$ cat config.mk
export PLATFORM = sky130hd
export DESIGN_NAME = sm_adder_arbiter
export DESIGN_NICKNAME = d
export VERILOG_FILES = /design/src/rtl/sm_adder_pkg.sv /design/src/rtl/sm_adder_arbiter_rr_arbiter.sv /design/src/rtl/sm_adder_arbiter.sv
export SDC_FILE = /design/constraint.sdc
export NUM_CORES = 1
export LEC_CHECK = 0
export CAP_MARGIN = 20
export CORE_UTILIZATION = 45
export CTS_CLUSTER_DIAMETER = 50
export DETAILED_ROUTE_END_ITERATION = 10
export PLACE_DENSITY_LB_ADDON = 0.12
export SYNTH_ARGS = -nofsm -noshare
export SYNTH_HDL_FRONTEND = slang
export SYNTH_SLANG_ARGS = --single-unit
export TNS_END_PERCENT = 1
$ cat constraint.sdc
create_clock -name clk_i -period 8.5 [get_ports clk_i]
set_input_delay 1.275 -clock clk_i [delete_from_list [all_inputs] [get_ports clk_i]]
set_output_delay 1.275 -clock clk_i [all_outputs]
set_load 0.01 [all_outputs]
$ cat src/rtl/sm_adder_pkg.sv
// Shared widths and types for the sign-magnitude adder lookup path.
package sm_adder_pkg;

  localparam int OP_WIDTH   = 4;
  localparam int SUM_WIDTH  = 5;
  localparam int ADDR_WIDTH = 2 * OP_WIDTH;

  // Operand pair as it appears on the ROM address: {a, b}
  typedef struct packed {
    logic [OP_WIDTH-1:0] a;
    logic [OP_WIDTH-1:0] b;
  } op_pair_t;

  typedef logic [SUM_WIDTH-1:0] sum_t;

endpackage

$ cat src/rtl/sm_adder_arbiter_rr_arbiter.sv
// Round-robin arbiter: searches upward from the requester after the last grant.
module rr_arbiter #(
  parameter  int NUM_REQ  = 4,
  localparam int ID_WIDTH = $clog2(NUM_REQ)
) (
  input  logic                clk_i,
  input  logic                rst_ni,
  input  logic [NUM_REQ-1:0]  eligible,
  input  logic                advance,
  output logic [NUM_REQ-1:0]  grant,
  output logic [ID_WIDTH-1:0] grant_idx
);

  logic [ID_WIDTH-1:0] last_grant;

  // First eligible requester starting at last_grant+1, wrapping modulo NUM_REQ
  always_comb begin
    logic                found;
    logic [ID_WIDTH-1:0] cand;
    grant     = '0;
    grant_idx = '0;
    found     = 1'b0;
    cand      = '0;
    for (int k = 0; k < NUM_REQ; k++) begin
      cand = ID_WIDTH'((int'(last_grant) + 1 + k) % NUM_REQ);
      if (!found && eligible[cand]) begin
        found       = 1'b1;
        grant[cand] = 1'b1;
        grant_idx   = cand;
      end
    end
  end

  // Pointer resets to NUM_REQ-1 so requester 0 wins first; moves only on a grant
  always_ff @(posedge clk_i) begin
    if (!rst_ni) begin
      last_grant <= ID_WIDTH'(NUM_REQ - 1);
    end else if (advance) begin
      last_grant <= grant_idx;
    end
  end

endmodule

$ cat src/rtl/sm_adder_arbiter.sv
// Shares one synchronous sign-magnitude adder ROM among NUM_REQ requesters.
module sm_adder_arbiter
  import sm_adder_pkg::*;
#(
  parameter  int NUM_REQ   = 4,
  parameter  int OP_WIDTH  = sm_adder_pkg::OP_WIDTH,
  parameter  int SUM_WIDTH = sm_adder_pkg::SUM_WIDTH,
  localparam int ID_WIDTH  = $clog2(NUM_REQ)
) (
  input  logic                          clk_i,
  input  logic                          rst_ni,
  input  logic [NUM_REQ-1:0]            req_valid_i,
  input  logic [NUM_REQ*OP_WIDTH-1:0]   req_a_i,
  input  logic [NUM_REQ*OP_WIDTH-1:0]   req_b_i,
  output logic [NUM_REQ-1:0]            req_ready_o,
  output logic [NUM_REQ-1:0]            rsp_valid_o,
  output logic [NUM_REQ*SUM_WIDTH-1:0]  rsp_sum_o,
  input  logic [NUM_REQ-1:0]            rsp_ready_i,
  output logic [2*OP_WIDTH-1:0]         rom_addr_o,
  input  logic [SUM_WIDTH-1:0]          rom_data_i
);

  logic [NUM_REQ-1:0]  busy;
  logic [NUM_REQ-1:0]  eligible;
  logic [NUM_REQ-1:0]  grant;
  logic [ID_WIDTH-1:0] grant_idx;
  logic                grant_vld;
  logic                vld_p1;
  logic [ID_WIDTH-1:0] id_p1;

  // A requester with a held response or a lookup in flight cannot issue again
  always_comb begin
    busy = '0;
    for (int i = 0; i < NUM_REQ; i++) begin
      busy[i] = rsp_valid_o[i] | (vld_p1 && (id_p1 == ID_WIDTH'(i)));
    end
  end

  assign eligible    = req_valid_i & ~busy & {NUM_REQ{rst_ni}};
  assign grant_vld   = |grant;
  assign req_ready_o = grant;

  rr_arbiter #(
    .NUM_REQ (NUM_REQ)
  ) u_rr_arbiter (
    .clk_i     (clk_i),
    .rst_ni    (rst_ni),
    .eligible  (eligible),
    .advance   (grant_vld),
    .grant     (grant),
    .grant_idx (grant_idx)
  );

  // Drive the granted operand pair onto the ROM address, zero when idle
  always_comb begin
    op_pair_t pair_g;
    pair_g   = '0;
    if (grant_vld) begin
      pair_g.a = req_a_i[grant_idx*OP_WIDTH +: OP_WIDTH];
      pair_g.b = req_b_i[grant_idx*OP_WIDTH +: OP_WIDTH];
    end
    rom_addr_o = pair_g;
  end

  // p0 -> p1: lookup issued, ROM read in progress
  always_ff @(posedge clk_i) begin
    if (!rst_ni) begin
      vld_p1 <= 1'b0;
      id_p1  <= '0;
    end else begin
      vld_p1 <= grant_vld;
      if (grant_vld) id_p1 <= grant_idx;
    end
  end

  // p1 -> response: capture ROM data into the tagged requester, clear on consume
  always_ff @(posedge clk_i) begin
    if (!rst_ni) begin
      rsp_valid_o <= '0;
      rsp_sum_o   <= '0;
    end else begin
      for (int i = 0; i < NUM_REQ; i++) begin
        if (vld_p1 && (id_p1 == ID_WIDTH'(i))) begin
          rsp_sum_o[i*SUM_WIDTH +: SUM_WIDTH] <= rom_data_i;
          rsp_valid_o[i]                      <= 1'b1;
        end else if (rsp_valid_o[i] && rsp_ready_i[i]) begin
          rsp_valid_o[i] <= 1'b0;
        end
      end
    end
  end

endmodule

=== Yosys cells after proc, flatten, opt, wreduce, memory -nomap -nowiden ===
Cells that the tools add are included.

* Input port bits: 47
* Register bits: 29
* Word-level logic and storage cells: 98

* Bitwise gates (word level): 10
* Equality and inequality tests: 3
* Add/sub/neg operators: 4
* Mux-type cells: 36
* Shift operators: 2
* Reductions and logical operators: 24
* Order comparisons: 8

{| class="wikitable"
|+ Operator list
! cell !! number
|-
| indexed part select 16 x 5 -> 4 bit || 2
|-
| 2-to-1 mux 1 bit || 19
|-
| 2-to-1 mux 4 bit || 4
|-
| logical AND 1 bit || 15
|-
| less-than comparator 2 x 3 -> 1 bit, second input constant || 4
|-
| bitwise OR 4 bit || 3
|-
| bitwise AND 4 bit || 2
|-
| binary-select mux 1 bit (select 2 bit) || 4
|-
| demux 1 bit (select 2 bit) || 4
|-
| greater-or-equal comparator 2 x 1 -> 1 bit, second input constant || 4
|-
| 2-to-1 mux 2 bit || 4
|-
| 2-to-1 mux 8 bit || 1
|-
| nonzero test 2 bit || 4
|-
| adder 2 x 1 -> 2 bit, second input constant || 2
|-
| adder 2 bit, second input constant || 2
|-
| equality test 2 bit, second input constant || 2
|-
| inverter 4 bit || 1
|-
| bitwise OR 1 bit || 4
|-
| OR reduction 4 bit || 1
|-
| logical NOT 1 bit || 3
|-
| equality test 2 x 1 -> 1 bit, second input constant || 1
|-
| logical NOT 2 bit || 1
|}

=== Longest topological paths before layout ===
Gate-level depths: netlist (run 1).

* Depth after elaboration: 20
* Mapped depth: 10
* Depth with buffers taken out: 9

=== Cells and area by module ===
From an unflattened synthesis (run 1), not the netlist that was laid out.

* Cells, all modules: 185
* Area total of the unflattened synthesis: 1,918.1 um^2

{| class="wikitable"
|+ By module, submodules not included
! module !! cells each !! sequential area each (um^2) !! times used !! area each (um^2)
|-
| sm_adder_arbiter || 113 || 540.5 || 1 || 1,328.8
|-
| rr_arbiter || 72 || 40.0 || 1 || 589.3
|}

=== Worst setup path before layout (run 1) ===
OpenSTA, ideal clock, no wires.

* Path type: input port to output port
* Start: input port rst_ni
* End: output port rom_addr_o[3]
* Slack: 3,740 ps
* Arrival time: 3,485 ps
* Cell stages on the path: 8
* Cells stage by stage: nand2_1 or3_1 mux4_2 nor2_1 nor2_1 a21oi_4 mux4_1 nor2b_1

* Word-level cells in the longest chain between the ends: 15

{| class="wikitable"
|+ RTL lines
! what !! RTL line !! source
|-
| start: declaration || sm_adder_arbiter.sv:11 || <nowiki>input logic rst_ni,</nowiki>
|-
| bitwise AND 4 bit * || sm_adder_arbiter.sv:39 || <nowiki>assign eligible = req_valid_i & ~busy & {NUM_REQ{rst_ni}};</nowiki>
|-
| binary-select mux 1 bit (select 2 bit) || sm_adder_arbiter_rr_arbiter.sv:26 || <nowiki>if (!found && eligible[cand]) begin</nowiki>
|-
| 2-to-1 mux 1 bit (not written as such) || sm_adder_arbiter_rr_arbiter.sv:26 ||
|-
| 2-to-1 mux 1 bit || sm_adder_arbiter_rr_arbiter.sv:26 ||
|-
| logical NOT 1 bit || sm_adder_arbiter_rr_arbiter.sv:26 ||
|-
| logical AND 1 bit || sm_adder_arbiter_rr_arbiter.sv:26 ||
|-
| 2-to-1 mux 1 bit || sm_adder_arbiter_rr_arbiter.sv:26 ||
|-
| logical NOT 1 bit || sm_adder_arbiter_rr_arbiter.sv:26 ||
|-
| logical AND 1 bit || sm_adder_arbiter_rr_arbiter.sv:26 ||
|-
| 2-to-1 mux 1 bit || sm_adder_arbiter_rr_arbiter.sv:26 ||
|-
| logical NOT 1 bit || sm_adder_arbiter_rr_arbiter.sv:26 ||
|-
| logical AND 1 bit || sm_adder_arbiter_rr_arbiter.sv:26 ||
|-
| 2-to-1 mux 2 bit or 2-to-1 mux 4 bit (tied branches) || sm_adder_arbiter_rr_arbiter.sv:26 ||
|-
| indexed part select 16 x 5 -> 4 bit or OR reduction 4 bit (tied branches) || sm_adder_arbiter.sv:60, sm_adder_arbiter.sv:40 ||
|-
| 2-to-1 mux 8 bit * || sm_adder_arbiter.sv:58 || <nowiki>if (grant_vld) begin</nowiki>
|-
| end: declaration || sm_adder_arbiter.sv:19 || <nowiki>output logic [2*OP_WIDTH-1:0] rom_addr_o,</nowiki>
|}

Every way passes the cells marked *; elsewhere a longest branch is shown, timed or not. The select of a mux whose other input is x is not followed.

=== Worst setup path in the final report (run 1) ===
Ends and elaborated chain as after synthesis.

==> results.py, run 1 <==
metrics = {
    "logic_synthesis": {
        "synthSimpleGateAreaFrac_pct": 25.88,
        "syn-cell-area_sq_um": 1847,
        "synth-seq-cells": 29,
        "synth.mux.area_fraction_pct": 23.85,
        "synth_adder_area_share_pct": 2.710,
        "synth_xor_area_share_pct": 0,
        "synth-edff-count": 0,
        "ys_seq_area_share_pct": 31.44,
        "netlist_instances": 188,
        "synth_area_per_cell_sq_um": 9.823,
        "syn_nets": 239,
        "synth-async-reset-ratio_pct": 0,
        "synth_compound_area_share_pct": 12.40,
        "synth_top_family_by_area": "simple AND/OR/NAND/NOR gates",
        "yosys_warnings": 0,
        "synth_ff_type": "dfxtp_1",
        "yosys.area.top_type": "dfxtp_1",
        "synth_top_area_share_pct": 31.44,
        "synthTopCellsByArea": "dfxtp_1 31%, mux2i_1 11%, nor2b_1 8.1%",
        "ys_types": 41,
    },
    "placed_design": {
        "place_area_sq_um": 2696,
        "place.port_buffers": 82,
        "gp_congestion": 0.7921,
        "place_inst": 312,
        "dpl.hpwl_microns": 3357,
    },
    "pwr": {
        "power_density_nw_per_um2": 360.8,
        "vdd_drop_max_mv": 0.1858,
        "leakage_nw": 1.065,
    },
    "global_routing": {
        "antenna_found_initial": 0,
        "grt_max_degree": 34,
        "grt_pass1_vias": 1539,
        "grt.total_usage_pct": 21.54,
        "gr-total-overflow": 0,
        "grt_pass1_wl_microns": 7113,
    },
    "die": {
        "row_count": 22,
        "io_pins": 83,
        "start_util_pct": 48.62,
        "core_sq_um": 3799,
        "die_x_microns": 66.06,
        "die_h_microns": 66.06,
        "dieArea_sq_um": 4364,
    },
    "setup_path": {
        "critPathRequiredTime_ns": 7.22,
        "worstSetupPathType": "in -> out",
        "end_kind": "primary output",
        "crit_path_start_kind": "input port",
        "r2r_slack_ns": 5.07,
        "worst_ep_arrival_time_ns": 5.24,
        "crit_fanout": 33,
    },
    "layout": {
        "area_growth_pct": 52.30,
        "antennaDiodeCount": 0,
        "finish.net_count": 322,
        "drive_above_1_share_pct": 8.456,
        "finalNonFillerCells": 320,
        "final_area_sq_um": 2813,
    },
    "timing": {
        "rsz0062_at_grt": "no",
        "fin_crit_sh_pct": 76.64,
        "hold_violations": 0,
        "drv_slew": 0,
        "skew_ns": 0.007050,
        "fmax_ghz": 0.1535,
        "worst_slew_pin_slew_ns": 0.8962,
        "post-route-min-period_ns": 6.514,
        "whs_ns": 0.4733,
        "setup_violations": 0,
        "slew_headroom_pct": 40.06,
        "fin_tns_setup_ns": 0,
    },
    "routing": {
        "drtIter0Drc": 99,
        "vias": 1691,
        "wire_per_inst_microns": 14.01,
        "ant_nets": 0,
        "totalWireLength_microns": 4482,
        "drc_errors": 0,
        "firstDrtPassIters": 4,
        "vias_per_cell": 5.284,
    },
    "min_path": {
        "min_path_type": "reg -> reg",
    },
    "outcome": {
        "status": "completed",
    },
    "clock_network": {
        "cts.clk_slew.worst_paths_ns": 0.06,
        "ctsHoldBuffers": 0,
        "cts_buffers": 5,
        "ctsResizeCount": 0,
        "cts_setup_buffers": 0,
        "cts-root-buf": "clkbuf_8",
        "cts.htree.levels": 2,
        "cts.path.max_buffers": 2,
        "cts_tree": "built",
        "insertion_delay_ns": 0.28,
        "clock_sinks": 29,
    },
    "job": {
        "drv_cap": 0,
    },
}
==> cell families (layout without fill, tap and decap cells) <==
logic type / Yosys count / count (layout)
AND/OR/NAND/NOR: 80 / 80
AO/OA/AOI/OAI: 31 / 31
multiplexers: 30 / 30
flip-flops: 29 / 29
buffers and inverters: 14 / 98
adder cells (fa/ha/maj): 4 / 4
==> routing by layer <==
metal	vias to the layer above	share of wire [%]	global-route usage, %
met4	0	1.4	9.309
met2	63	47	34.95
li1	854	-	-
met3	7	7.3	5.862
met1	767	44	26.60
met5	-	0	0
==> cell usage after synthesis (5+ instances only) <==
master and instances:
mux2i_1 20, nor3_1 5, clkbuf_1 5, nor2b_1 24
nand2_1 16, dfxtp_1 29, nand3_1 7, nor2_1 6
and2b_1 5, a21boi_0 7, mux4_2 6, o21ai_0 5
inv_1 5
==> power breakdown <==
group	internal [mW]	total, mW	switching [mW]
clock network	0.0954	0.146	0.0508
registers	0.167	0.197	0.0306
logic	0.375	0.671	0.296
==> state kept, by name (all words and copies together) (netlist names) <==
signal                   count
id_p1                        2
rsp_valid_o                  4
rsp_sum_o                   20
u_rr_arbiter.last_grant      2
vld_p1                       1
==> critical path: stages <==
cell and delay, ns:
clkdlybuf4s50_1 1.06, nand2_1 0.14, or3_1 0.41, mux4_2 0.59, nor2_1 0.14, nor2_1 0.08
a21oi_4 0.34, mux4_1 0.58, nor2b_1 0.14, clkdlybuf4s50_1 0.47
==> placed cells by master, fill, tap and decap left out, drive strengths merged <==
cell and n:
a221oi 1, or3 4, nor4 1, clkinv 1, clkdlybuf4s50 82, inv 5
and4b 1, dfxtp 29, a21oi 6, a31oi 3, nor2 6, o22ai 1
nor3b 2, a32oi 2, nor3 5, nand3 7, buf 2, and2b 5
mux2i 20, bufinv 1, ha 4, o31ai 1, nand2 16, mux4 10
o21a 2, nand3b 1, nand2b 4, clkbuf 7, and3b 1, and3 1
o221ai 2, nand4b 1, nor2b 25, a311oi 1, a21boi 7, o21ai 5
==> area by class of cell <==
cell class	count	area, sq um
Clock buffer	7	86.33
Timing Repair Buffer	84	835.8
Multi-Input combinational cell	145	1197
Inverter	6	22.52
Clock inverter	1	30.03
Tap cell	48	60.06
Sequential cell	29	580.6
Fill cell	297	985.9
==> worst paths after layout <==
| check | start | to | depth (start not counted) |
|---|---|---|---|
| max | rst_ni | rom_addr_o[3] | 10 |
| min | rsp_sum_o[15]$_SDFFE_PN0P_ | rsp_sum_o[15]$_SDFFE_PN0P_ | 2 |
| min reg2reg | rsp_sum_o[15]$_SDFFE_PN0P_ | rsp_sum_o[15]$_SDFFE_PN0P_ | 2 |
| max reg2reg | u_rr_arbiter.last_grant[0]$_SDFFE_PN1P_ | id_p1[0]$_SDFFE_PN0P_ | 8 |
==> metrics by stage <==
| step | util [%] | setup slack (ns) | power [mW] |
|---|---|---|---|
| after floorplan | - | 3.740 | 0.6420 |
| after global placement | 70.98 | 2.021 | 0.8612 |
| after detailed placement | 70.98 | 1.986 | 0.8724 |
| after CTS | 74.04 | 1.975 | 1.023 |
| after global routing | 74.04 | 1.687 | 1.089 |
| final | 74.04 | 1.986 | 1.015 |
Power figures use the tool's default switching activity.
==> run 2, diff against run 1 <==
--- a/config.mk
+++ b/config.mk
@@ -6,7 +6,7 @@
 export NUM_CORES = 1
 export LEC_CHECK = 0
 export CAP_MARGIN = 20
-export CORE_UTILIZATION = 45
+export CORE_UTILIZATION = 38
 export CTS_CLUSTER_DIAMETER = 50
 export DETAILED_ROUTE_END_ITERATION = 10
 export PLACE_DENSITY_LB_ADDON = 0.12
==> constraint.sdc (replaced) <==
create_clock -name clk_i -period 5.45 [get_ports clk_i]
set_input_delay 0.8175 -clock clk_i [delete_from_list [all_inputs] [get_ports clk_i]]
set_output_delay 0.8175 -clock clk_i [all_outputs]
set_load 0.01 [all_outputs]
==> run 2 against run 1 <==
Effect of this change:
- hold slack lost 0.012 ns
- cell area shrank 0.31%
- utilization shrank 12 points
- power grew 51%
- count of clock-buffer cells in the layout grew 1
- largest power group unchanged
- first-iteration DRC count shrank 13%
- register-to-register slack lost 2.7 ns
- critical path depth is the same
- sequential power grew 49%
==> results.py, run 2 (synthesis results as in run 1) <==
metrics = {
    "die": {
        "die_h_microns": 71.72,
        "io_pins": 83,
        "dieArea_sq_um": 5143,
        "start_util_pct": 41.00,
        "die_x_microns": 71.72,
        "row_count": 24,
        "core_sq_um": 4504,
    },
    "placed_design": {
        "gp_congestion": 0.8510,
        "dpl.hpwl_microns": 3538,
        "place.port_buffers": 82,
        "place_inst": 319,
    },
    "routing": {
        "vias": 1773,
        "firstDrtPassIters": 4,
        "drtIter0Drc": 86,
        "vias_per_cell": 5.422,
        "drc_errors": 0,
        "ant_nets": 0,
        "wire_per_inst_microns": 14.23,
        "totalWireLength_microns": 4654,
    },
    "layout": {
        "top_register": "rsp_sum_o",
        "layout_common_cells": "82 x clkdlybuf4s50_1, 29 x dfxtp_1, 24 x nor2b_1",
        "mostFrequentLayoutCell": "clkdlybuf4s50_1",
        "finalNonFillerCells": 327,
        "drive_above_1_share_pct": 8.727,
        "area_growth_pct": 51.83,
        "largest_reg_flops": 20,
        "top_regs": "rsp_sum_o (20), rsp_valid_o (4)",
        "finish.net_count": 325,
        "antennaDiodeCount": 0,
    },
    "setup_path": {
        "critPathSlowestCell": "mux4_2",
        "worst_ep_arrival_time_ns": 4.25,
        "worstSetupPathType": "in -> out",
        "critPathRequiredTime_ns": 4.63,
        "end_kind": "primary output",
        "max_stage_delay_ns": 0.59,
        "critical_path_buf_inv_count": 2,
        "path_delay_family": "multiplexers",
        "crit_path_start_kind": "input port",
        "r2r_slack_ns": 2.41,
        "path_cells": "clkdlybuf4s50_1, nand2_1, or3_1, mux4_2, nor2_1, nor2_1, a21oi_4, mux4_1, nor2b_1, clkdlybuf4s50_1",
        "crit_fanout": 10,
    },
    "pwr": {
        "power.switching_mw": 0.5920,
        "power_frac_clock_pct": 10.7,
        "vdd_drop_max_mv": 0.2272,
        "leakage_nw": 1.061,
        "p_comb_share_pct": 70.2,
        "power.internal_mw": 0.9402,
        "seqPwrFrac_pct": 19.1,
        "power_density_nw_per_um2": 546.5,
        "swShare_pct": 38.64,
    },
    "clock_network": {
        "ctsResizeCount": 0,
        "cts-root-buf": "clkbuf_8",
        "cts.path.max_buffers": 2,
        "cts.htree.levels": 2,
        "cts_buffers": 5,
        "clock_sinks": 29,
        "cts.clk_slew.worst_paths_ns": 0.06,
        "ctsHoldBuffers": 0,
        "insertion_delay_ns": 0.27,
        "cts_tree": "built",
        "cts_setup_buffers": 0,
    },
    "global_routing": {
        "grt_pass1_wl_microns": 7238,
        "grt_pass1_vias": 1538,
        "grt_max_degree": 18,
        "gr-total-overflow": 0,
        "antenna_found_initial": 0,
        "grt.total_usage_pct": 17.80,
    },
    "outcome": {
        "status": "completed",
    },
    "timing": {
        "setup_violations": 0,
        "drv_slew": 0,
        "post-route-min-period_ns": 5.067,
        "fin_tns_setup_ns": 0,
        "skew_ns": 0.003383,
        "worst_slew_pin_slew_ns": 0.6248,
        "slew_headroom_pct": 57.91,
        "rsz0062_at_grt": "no",
        "fin_crit_sh_pct": 92.97,
        "fmax_ghz": 0.1974,
        "hold_violations": 0,
    },
    "min_path": {
        "min_path_type": "reg -> reg",
    },
    "job": {
        "drv_cap": 0,
    },
}
[run 2: cell types whose count changed in the layout (fill, tap and decap cells not counted)]
cell,delta
clkbuf_8,-1
buf_4,+3
bufinv_16,-1
clkbuf_1,+2
[run 2: layout make-up]
| type | count | area (sq um) |
|---|---|---|
| Clock buffer | 8 | 80.08 |
| Fill cell | 398 | 1700 |
| Inverter | 6 | 22.52 |
| Multi-Input combinational cell | 145 | 1197 |
| Sequential cell | 29 | 580.6 |
| Tap cell | 52 | 65.06 |
| Timing Repair Buffer | 87 | 858.3 |
[run 2: power groups by stage]
| stage | registers, mW | logic (mW) | clock network, mW |
|---|---|---|---|
| global route | 0.300 | 1.17 | 0.177 |
| finish | 0.293 | 1.08 | 0.164 |
| CTS | 0.293 | 1.08 | 0.169 |
| global placement | 0.296 | 1.07 | 0 |
| detailed placement | 0.296 | 1.08 | 0 |
| floorplan | 0.307 | 0.695 | 0 |
[run 2: path summary, 6_finish.rpt]
check,from,to,cells after the start
setup / recovery,rst_ni,rom_addr_o[4],10
hold / removal,rsp_sum_o[17]$_SDFFE_PN0P_,rsp_sum_o[17]$_SDFFE_PN0P_,2
setup reg to reg,id_p1[1]$_SDFFE_PN0P_,id_p1[1]$_SDFFE_PN0P_,9
hold reg to reg,rsp_sum_o[17]$_SDFFE_PN0P_,rsp_sum_o[17]$_SDFFE_PN0P_,2
[run 2: metal layers]
layer	up-vias	GRT usage, %	routed length (microns)
met5	-	0	0
li1	864	-	-
met1	806	21.37	1983
met2	89	30.40	2193
met4	0	5.664	90
met3	14	5.485	387
[run 2: tightest hold or removal path, stage by stage (launching register included)]
cell	delay, ns
dfxtp_1	0.31
nand2_1	0.05
a21boi_0	0.06
[run 2: metrics by stage]
step / cell area [sq um] / power [mW] / utilization [%] / hold WS [ns] / worst slack [ns]
floorplan: 1847 / 1.001 / - / 0.4765 / 1.605
global placement: 2724 / 1.366 / 60.47 / 0.4481 / 0.4369
detailed placement: 2724 / 1.379 / 60.47 / 0.4580 / 0.3520
CTS: 2804 / 1.547 / 62.25 / 0.4670 / 0.3453
global route: 2804 / 1.645 / 62.25 / 0.4874 / 0.1845
finish: 2804 / 1.532 / 62.25 / 0.4609 / 0.3831
==> run 3, diff against run 2 <==
--- a/config.mk
+++ b/config.mk
@@ -7,7 +7,7 @@
 export LEC_CHECK = 0
 export CAP_MARGIN = 20
 export CORE_UTILIZATION = 38
-export CTS_CLUSTER_DIAMETER = 50
+export CTS_CLUSTER_DIAMETER = 30
 export DETAILED_ROUTE_END_ITERATION = 10
 export PLACE_DENSITY_LB_ADDON = 0.12
 export SYNTH_ARGS = -nofsm -noshare
==> results of run 3 <==
Final layout, timing and power as in run 2 (identical DEF).
